**src/rtl/bmc_pkg.sv**
```systemverilog
// Shared types and default constants for the biphase-mark decoder.
// Pure declarations; no latency or flow control of its own.
package bmc_pkg;

  typedef enum logic [1:0] {
    IDLE = 2'd0,
    SYNC = 2'd1,
    HALF = 2'd2
  } bmc_state_e;

  localparam int WORD_W = 17;
  localparam int CNT_W  = 7;

  localparam int HALF_MAX_DEF   = 36;
  localparam int TIMEOUT_DEF    = 64;
  localparam int GLITCH_MIN_DEF = 4;

  localparam logic [4:0] BCNT_MAX = 5'd31;

endpackage

```
**src/rtl/bmc_edge_sync.sv**
```systemverilog
// Two-flop synchronizers for data/envelope plus a registered any-edge detector on data.
// Latency: edge_det pulses 3 cycles after a pin transition, env follows the pin by 2 cycles; no backpressure.
module bmc_edge_sync (
  input  logic clk_25MHz,
  input  logic rst_n,
  input  logic data_wire,
  input  logic envelop_wire,
  output logic edge_det,
  output logic env
);

  logic [1:0] data_sync;
  logic [1:0] env_sync;
  logic       data_prev;

  always_ff @(posedge clk_25MHz or negedge rst_n) begin
    if (!rst_n) begin
      data_sync <= 2'b00;
      env_sync  <= 2'b00;
      data_prev <= 1'b0;
      edge_det  <= 1'b0;
    end else begin
      data_sync <= {data_sync[0], data_wire};
      env_sync  <= {env_sync[0], envelop_wire};
      data_prev <= data_sync[1];
      edge_det  <= data_sync[1] ^ data_prev;
    end
  end

  assign env = env_sync[1];

endmodule

```
**src/rtl/bmc_decoder.sv**
```systemverilog
// Biphase-mark decoder: interval timing + IDLE/SYNC/HALF FSM; BMC_GLITCH_FILTER_EN drops edges closer than GLITCH_MIN.
// Latency: 4 cycles pin-to-bit_valid, 3 cycles envelope-fall-to-frame_done; no backpressure, pulses are never stalled.
module bmc_decoder
  import bmc_pkg::*;
#(
  parameter int HALF_MAX   = HALF_MAX_DEF,
  parameter int TIMEOUT    = TIMEOUT_DEF,
  parameter int GLITCH_MIN = GLITCH_MIN_DEF
) (
  input  logic              clk_25MHz,
  input  logic              rst_n,
  input  logic              envelop_wire,
  input  logic              data_wire,
  output logic              bit_valid,
  output logic              bit_value,
  output logic [WORD_W-1:0] shift_word,
  output logic [4:0]        bit_count,
  output logic              frame_done,
  output logic              bmc_error
);

`ifdef BMC_GLITCH_FILTER_EN
  localparam bit FILTER_ON = 1'b1;
`else
  localparam bit FILTER_ON = 1'b0;
`endif

  // The counter reads elapsed-1 when an edge pulse arrives, so every limit is offset by one.
  localparam logic [CNT_W-1:0] CNT_SAT     = CNT_W'(TIMEOUT);
  localparam logic [CNT_W-1:0] SHORT_LIM   = CNT_W'(HALF_MAX - 1);
  localparam logic [CNT_W-1:0] TIMEOUT_LIM = CNT_W'(TIMEOUT - 1);
  localparam logic [CNT_W-1:0] GLITCH_LIM  = CNT_W'(GLITCH_MIN - 1);

  logic             edge_det;
  logic             env;
  logic [CNT_W-1:0] interval_cnt;
  logic             is_short;
  logic             is_glitch;
  logic             timed_out;
  logic             accepted;

  bmc_state_e state, state_nxt;
  logic       emit;
  logic       emit_val;
  logic       err_nxt;
  logic       done_nxt;
  logic       start;

  bmc_edge_sync u_edge_sync (
    .clk_25MHz    (clk_25MHz),
    .rst_n        (rst_n),
    .data_wire    (data_wire),
    .envelop_wire (envelop_wire),
    .edge_det     (edge_det),
    .env          (env)
  );

  assign is_short  = interval_cnt < SHORT_LIM;
  assign is_glitch = interval_cnt < GLITCH_LIM;
  assign timed_out = interval_cnt >= TIMEOUT_LIM;
  assign accepted  = edge_det && !(FILTER_ON && is_glitch);

  always_ff @(posedge clk_25MHz or negedge rst_n) begin
    if (!rst_n) begin
      interval_cnt <= '0;
    end else if (accepted) begin
      interval_cnt <= '0;
    end else if (interval_cnt != CNT_SAT) begin
      interval_cnt <= interval_cnt + CNT_W'(1);
    end
  end

  always_ff @(posedge clk_25MHz or negedge rst_n) begin
    if (!rst_n) begin
      state <= IDLE;
    end else begin
      state <= state_nxt;
    end
  end

  // Envelope loss outranks an edge; an edge outranks a timeout in the same cycle.
  always_comb begin
    state_nxt = state;
    emit      = 1'b0;
    emit_val  = 1'b0;
    err_nxt   = 1'b0;
    done_nxt  = 1'b0;
    start     = 1'b0;
    case (state)
      IDLE: begin
        if (accepted && env) begin
          state_nxt = SYNC;
          start     = 1'b1;
        end
      end
      SYNC, HALF: begin
        if (!env) begin
          done_nxt  = 1'b1;
          state_nxt = IDLE;
        end else if (accepted) begin
          if (state == SYNC) begin
            if (is_short) begin
              state_nxt = HALF;
            end else begin
              emit     = 1'b1;
              emit_val = 1'b0;
            end
          end else begin
            state_nxt = SYNC;
            if (is_short) begin
              emit     = 1'b1;
              emit_val = 1'b1;
            end else begin
              err_nxt = 1'b1;
            end
          end
        end else if (timed_out) begin
          done_nxt  = 1'b1;
          state_nxt = IDLE;
        end
      end
      default: state_nxt = IDLE;
    endcase
  end

  always_ff @(posedge clk_25MHz or negedge rst_n) begin
    if (!rst_n) begin
      bit_valid  <= 1'b0;
      bit_value  <= 1'b0;
      frame_done <= 1'b0;
      bmc_error  <= 1'b0;
      bit_count  <= '0;
      shift_word <= '0;
    end else begin
      bit_valid  <= emit;
      frame_done <= done_nxt;
      bmc_error  <= err_nxt;
      if (emit) begin
        bit_value  <= emit_val;
        shift_word <= {shift_word[WORD_W-2:0], emit_val};
      end
      if (start) begin
        bit_count <= '0;
      end else if (emit && bit_count != BCNT_MAX) begin
        bit_count <= bit_count + 5'd1;
      end
    end
  end

endmodule

```
**config.mk**
```make
export PLATFORM = sky130hd
export DESIGN_NAME = bmc_decoder
export DESIGN_NICKNAME = d
export VERILOG_FILES = /design/src/rtl/bmc_pkg.sv /design/src/rtl/bmc_edge_sync.sv /design/src/rtl/bmc_decoder.sv
export SDC_FILE = /design/constraint.sdc
export NUM_CORES = 1
export LEC_CHECK = 0
export BUFFER_PORTS_ARGS = -buffer_cell sky130_fd_sc_hd__buf_4
export CORE_ASPECT_RATIO = 1.2
export CORE_MARGIN = 2
export CORE_UTILIZATION = 55
export CTS_CLUSTER_DIAMETER = 30
export CTS_CLUSTER_SIZE = 40
export DETAILED_ROUTE_END_ITERATION = 10
export GPL_TIMING_DRIVEN = 0
export PLACE_DENSITY = 0.78
export SETUP_SLACK_MARGIN = 0.05
export SLEW_MARGIN = 20
export SYNTH_ARGS = -nofsm -noshare
export SYNTH_HDL_FRONTEND = slang
export SYNTH_SLANG_ARGS = --single-unit
```
**constraint.sdc**
```tcl
create_clock -name clk_25MHz -period 3.8 [get_ports clk_25MHz]
set_input_delay 0.38 -clock clk_25MHz [delete_from_list [all_inputs] [get_ports clk_25MHz]]
set_output_delay 0.38 -clock clk_25MHz [all_outputs]
set_load 0.1 [all_outputs]
```
# Word-level counts from Yosys, hierarchy flattened
# Index checks and enable logic that the tools add are counted.
classes:
  add_sub_neg: 2
  n_reduce_logical: 7
  bitwise: 1
  n_mux: 31
  eq_ne: 7
  magnitude_cmp: 2
ops:
  columns: ["operator", "n"]
  rows:
  - ["1-bit 2-to-1 mux", 20]
  - ["7-bit 2-to-1 mux", 2]
  - ["2-bit 2-to-1 mux", 6]
  - ["5-bit 2-to-1 mux", 2]
  - ["5-bit inequality test (second input constant)", 2]
  - ["7-bit by 1-bit adder with 7-bit output (second input constant)", 1]
  - ["7-bit by 6-bit >= comparator with 1-bit output (second input constant)", 1]
  - ["7-bit by 6-bit less-than comparator with 1-bit output (second input constant)", 1]
  - ["7-bit inequality test (second input constant)", 1]
  - ["5-bit by 1-bit adder with 5-bit output (second input constant)", 1]
  - ["4-bit by 3-bit inequality test with 1-bit output (second input constant)", 1]
  - ["2-bit case mux with 2 select lines", 1]
  - ["2-bit nonzero test", 2]
  - ["3-bit AND reduction", 1]
  - ["2-bit by 1-bit == test with 1-bit output (second input constant)", 1]
  - ["2-bit == test (second input constant)", 1]
  - ["1-bit logical AND", 2]
  - ["2-bit zero test", 1]
  - ["2-bit inequality test (second input constant)", 1]
  - ["2-bit OR reduction", 1]
  - ["1-bit bitwise XOR", 1]
word_totals:
  in_bits: 4
  reg_bits: 41
  output_inout_bits: 26
  word_cells: 62

# Depth between registers and ports, before layout
logic_depth:
  depth_word: 9
  mapped_depth: 9
  ltp_nobuf: 8

# Cells and area by module
# A second synthesis with hierarchy kept.
hier_totals:
  cells_unflattened: 138
  area_unflattened_um2: 1761.7
modules_own_cells:
  columns: ["module", "cells_per_inst", "seq_area_each_um2", "instances", "area_each_um2"]
  rows:
  - ["bmc_decoder", 131, 850.8, 1, 1602.8]
  - ["bmc_edge_sync", 7, 150.1, 1, 158.9]

# Worst setup path after synthesis
# OpenSTA, ideal clock, no wires.
synth_path:
  path_type: "register to register"
  startpoint: "register bit_count[0]"
  endpoint: "register bit_count[2]"
  t_arrival_ns: 1.945
  slack_ns: 1.733
  period_less_slack_ns: 2.067
  required_time_ns: 3.678
  stages_incl_launch_ff: 7
  n_path_buf: 0
  setup_time_ns: 0.122
  path_cell_list: "dfrtp_1 -> ha_1 -> and3_1 -> ha_1 -> nor3b_1 -> xnor2_1 -> nor2_1"
synth_via:
  elab_chain_cells: 3
  elab_cells_between_ends: 6
  classes_between: "1 x add/sub; 1 x eq/ne; 2 x mux; 2 x reduce/logical"
synth_rtl:
  columns: ["element", "line", "text"]
  rows:
  - ["from (decl)", "bmc_decoder.sv:17", "output logic [4:0] bit_count,"]
  - ["from (signal assigned)", "bmc_decoder.sv:145", "bit_count <= bit_count + 5'd1;"]
  - ["5-bit by 1-bit adder with 5-bit output / 5-bit inequality test (equally long branches)", "bmc_decoder.sv:145, bmc_decoder.sv:144", null]
  - ["5-bit 2-to-1 mux / 1-bit logical AND (equally long branches)", "bmc_decoder.sv:144", "end else if (emit && bit_count != BCNT_MAX) begin"]
  - ["5-bit 2-to-1 mux / 2-bit nonzero test (equally long branches)", null, null]
# Parallel ways exist; a longest one is shown, timed or not. The select of a mux whose other input is x is not followed.
# A chain may end at the register's enable or synchronous reset.

# Worst setup path in the final report
layout_path:
  startpoint: "register interval_cnt[3]"
  endpoint: "register shift_word[4]"
layout_via:
  elab_chain_cells: 6
  elab_cells_between_ends: 7
  classes_between: "1 x order compare; 6 x mux"
layout_rtl:
  columns: ["element", "line", "text"]
  rows:
  - ["from (decl)", "bmc_decoder.sv:36", "logic [CNT_W-1:0] interval_cnt;"]
  - ["from (signal assigned)", "bmc_decoder.sv:69", "interval_cnt <= interval_cnt + CNT_W'(1);"]
  - ["7-bit by 6-bit less-than comparator with 1-bit output (*)", "bmc_decoder.sv:58", "assign is_short = interval_cnt < SHORT_LIM;"]
  - ["1-bit 2-to-1 mux (on tied branches)", "bmc_decoder.sv:110, bmc_decoder.sv:102", null]
  - ["1-bit 2-to-1 mux (*)", "bmc_decoder.sv:101", "if (state == SYNC) begin"]
  - ["1-bit 2-to-1 mux (*)", "bmc_decoder.sv:100", "end else if (accepted) begin"]
  - ["1-bit 2-to-1 mux (*)", "bmc_decoder.sv:97", "if (!env) begin"]
  - ["1-bit 2-to-1 mux (*)", "bmc_decoder.sv:89", "case (state)"]
  - ["to (signal assigned)", "bmc_decoder.sv:140", "shift_word <= {shift_word[WORD_W-2:0], emit_val};"]
  - ["to (decl)", "bmc_decoder.sv:16", "output logic [WORD_W-1:0] shift_word,"]
# Every way passes the cells marked *; elsewhere a longest branch is shown, timed or not.

==> results_dict.tcl <==
set metrics [dict create \
    path_common_cell "nand2_1" \
    report.power.total_mw 1.49 \
    post-route-drc-count 0 \
    layout_common_cells "nand2_1, dfrtp_1, buf_4" \
    nFillCells 243 \
    clock_path_buffers 2 \
    dr_total_vias 1295 \
    antenna_found_initial 0 \
    worstSetupPathType "register to register" \
    power-per-cell-area_nw_per_um2 707 \
    grt.total_usage_pct 19.9 \
    cp_slowest_stage_delay_ns 0.44 \
    die_y_um 65.7 \
    synth_top_cell_by_area "dfrtp_1" \
    ctsHtreeMaxLevel 2 \
    vdd_drop_max_v 0.000607 \
    setup_viol 0 \
    core_area_um2 3060 \
    firstDrtPassIters 4 \
    layout_commonest_cell "nand2_1" \
    totalWireLength_mm 3.15 \
    overflow 0 \
    rsz0062_at_grt "false" \
    synth_nets 187 \
    timing.rr.end "shift_word[4]$_DFFE_PN0P_" \
    grt_max_degree 41 \
    dieArea_um2 3640 \
    fin_crit_ns 2.29 \
    die_w_um 55.4 \
    hp-class "primary input to register" \
    reg2reg_depth 9 \
    yosysSeqAreaShare_pct 57.3 \
    worstSetupEndpoint "shift_word[4]$_DFFE_PN0P_" \
    post_cts_resize_count 0 \
    ant_nets 0 \
    tightest_slew_ns 0.476 \
    synth_area_um2 1750 \
    r2r_start "interval_cnt[3]$_DFFE_PN0P_" \
    grt_first_pass_wirelength_mm 5.59 \
    cts_tree "yes" \
    ff2ff_setup_slack_ns 1.51 \
    post-place-ws_ns 1.52 \
    critPathMaxFanout 10 \
    design_area_um2 2110 \
    period_share_pct 60.4 \
    clock_sinks 40 \
    worst_slack_ns 1.51 \
    dpl_cell_area_um2 2010 \
    via_per_inst 5.24 \
    initial_core_util_pct 57.1 \
    clk_pin_slew_worst_paths_ns 0.11 \
    setup_tns_ns 0 \
    ios 30 \
    muxShareOfSynthArea_pct 1.79 \
    ys.flop_type "dfrtp_1" \
    crit_path_start "interval_cnt[3]$_DFFE_PN0P_" \
    async_reset_ff_share_pct 100 \
    synth_top_area_share_pct 57.3 \
    ys_warn_count 0 \
    fmax_mhz 436 \
    crit_required_ns 4.03 \
    dp_hpwl_mm 2.33 \
    synthAdderAreaFrac_pct 7.17 \
    clk_latency_ns 0.33 \
    path_cells "nor3_1, nand2_1, a21o_1, ha_1, nand4b_1, buf_2, buf_2, nand2_1, nand2_1" \
    wl_per_cell_um 12.8 \
    row_count 22 \
    cts_inserted_buffers 5 \
    cts_hold_buf 1 \
    crit_path_top_delay_cell "dfrtp_1" \
    skew_ns 0.00610 \
    area_delta_synth_final_pct 21.1 \
    crit_path_end_kind "register" \
    yosys.area_share.simple_pct 20.3 \
    maxSlewViolCount 0 \
    root_buffer "clkbuf_4" \
    ys_types 28 \
    synth_compound_area_share_pct 5.45 \
    hold_viol 0 \
    synth_top_family_by_area "simple AND/OR/NAND/NOR gates" \
    status "completed" \
    synth_xor_area_share_pct 4.52 \
    cts_setup_buffers 0 \
    slew_headroom_pct 68.3 \
    maxCapViolCount 0 \
    synth-edff-count 0 \
    final_util_pct 69.2 \
    layout-drive-gt1-share_pct 20.9 \
    drt_iter0_drc 25 \
    syn-instance-count 173 \
    gp_congestion 0.853 \
    power_leakage_nw 1.15 \
    critPathArrivalTime_ns 2.53 \
    port_buffers 29 \
    synth_seq_cells 40 \
    cp-start-kind "register" \
    synth.area.top_cells "dfrtp_1, nand2_1, ha_1" \
    grt_pass1_vias 1344 \
    nets 224 \
    n_antenna_cell 0 \
    syn_avg_cell_area_um2 10.1 \
]
synth_stat cells, drive strengths merged (2+ instances only):
| master | n |
|---|---|
| mux2i | 2 |
| nand3 | 4 |
| nor3 | 3 |
| nor2 | 11 |
| a21oi | 5 |
| a21boi | 2 |
| xor2 | 3 |
| inv | 7 |
| and3 | 3 |
| dfrtp | 40 |
| nand2 | 57 |
| xnor2 | 6 |
| ha | 10 |
| o21ai | 3 |
| buf | 5 |
worst max-delay path: cells and delay by family (launching register included):
kind,cells,cell delay (ns)
AND/OR/NAND/NOR,5,0.78
buffers and inverters,2,0.47
flip-flops,1,0.44
adder cells (fa/ha/maj),1,0.27
AO/OA/AOI/OAI,1,0.22
per-layer routing:
metal	wire [um]	up-vias	share of wire [%]	GRT usage [%]
met4	22	0	0.70	9.15
met2	1760	20	56	36.9
met5	0	-	0	0
met1	1270	647	40	20.6
met3	98	2	3.1	5.91
li1	-	626	-	-
state kept, by name (all words and copies together) (netlist names):
name                   cells
shift_word                17
frame_done                 1
u_edge_sync.edge_det       1
interval_cnt               7
bit_count                  5
bmc_error                  1
u_edge_sync.data_prev      1
u_edge_sync.data_sync      2
state                      2
u_edge_sync.env_sync       2
bit_valid                  1
worst min-delay path by stage:
stage                                            start                                 end  slack (ns)  depth (start not counted)
detailed placement  u_edge_sync.data_sync[0]$_DFF_PN0_  u_edge_sync.data_sync[1]$_DFF_PN0_        0.33                          0
global placement     u_edge_sync.env_sync[0]$_DFF_PN0_   u_edge_sync.env_sync[1]$_DFF_PN0_        0.33                          0
floorplan                                        rst_n            bit_count[0]$_DFFE_PN0P_        0.08                          0
global route                              envelop_wire   u_edge_sync.env_sync[0]$_DFF_PN0_        0.11                          1
CTS                                          data_wire  u_edge_sync.data_sync[0]$_DFF_PN0_        0.13                          1
finish                                       data_wire  u_edge_sync.data_sync[0]$_DFF_PN0_        0.15                          1
cell type report:
class / instances / area, um2 / share of cell area, %
Sequential cell: 40 / 1000 / 47.4
Multi-Input combinational cell: 120 / 684 / 32.4
Timing Repair Buffer: 30 / 228 / 10.8
Clock buffer: 7 / 65.1 / 3.08
Tap cell: 36 / 45.0 / 2.13
Clock inverter: 1 / 30.0 / 1.42
Buffer: 5 / 30.0 / 1.42
Inverter: 8 / 30.0 / 1.42
report_power, final:
group / switching, mW / leakage [nW] / internal, mW
combinational: 0.493 / 0.560 / 0.157
clock: 0.132 / 0.0515 / 0.175
sequential: 0.0530 / 0.533 / 0.485
total: 0.678 / 1.15 / 0.817
through the flow:
step / std cells / hold slack [ns]
floorplan: 173 / 0.0844
detailed placement: 238 / 0.335
global placement: 238 / 0.333
global route: 247 / 0.110
finish: 247 / 0.147
CTS: 247 / 0.126
cell families (layout without fill, tap and decap cells):
kind of cell,after synthesis,in the layout
AND/OR/NAND/NOR,84,84
flip-flops,40,40
AO/OA/AOI/OAI,14,14
buffers and inverters,13,51
adder cells (fa/ha/maj),10,10
XOR/XNOR,9,9
multiplexers,3,3
No activity file was read; power rests on OpenSTA's default activity.
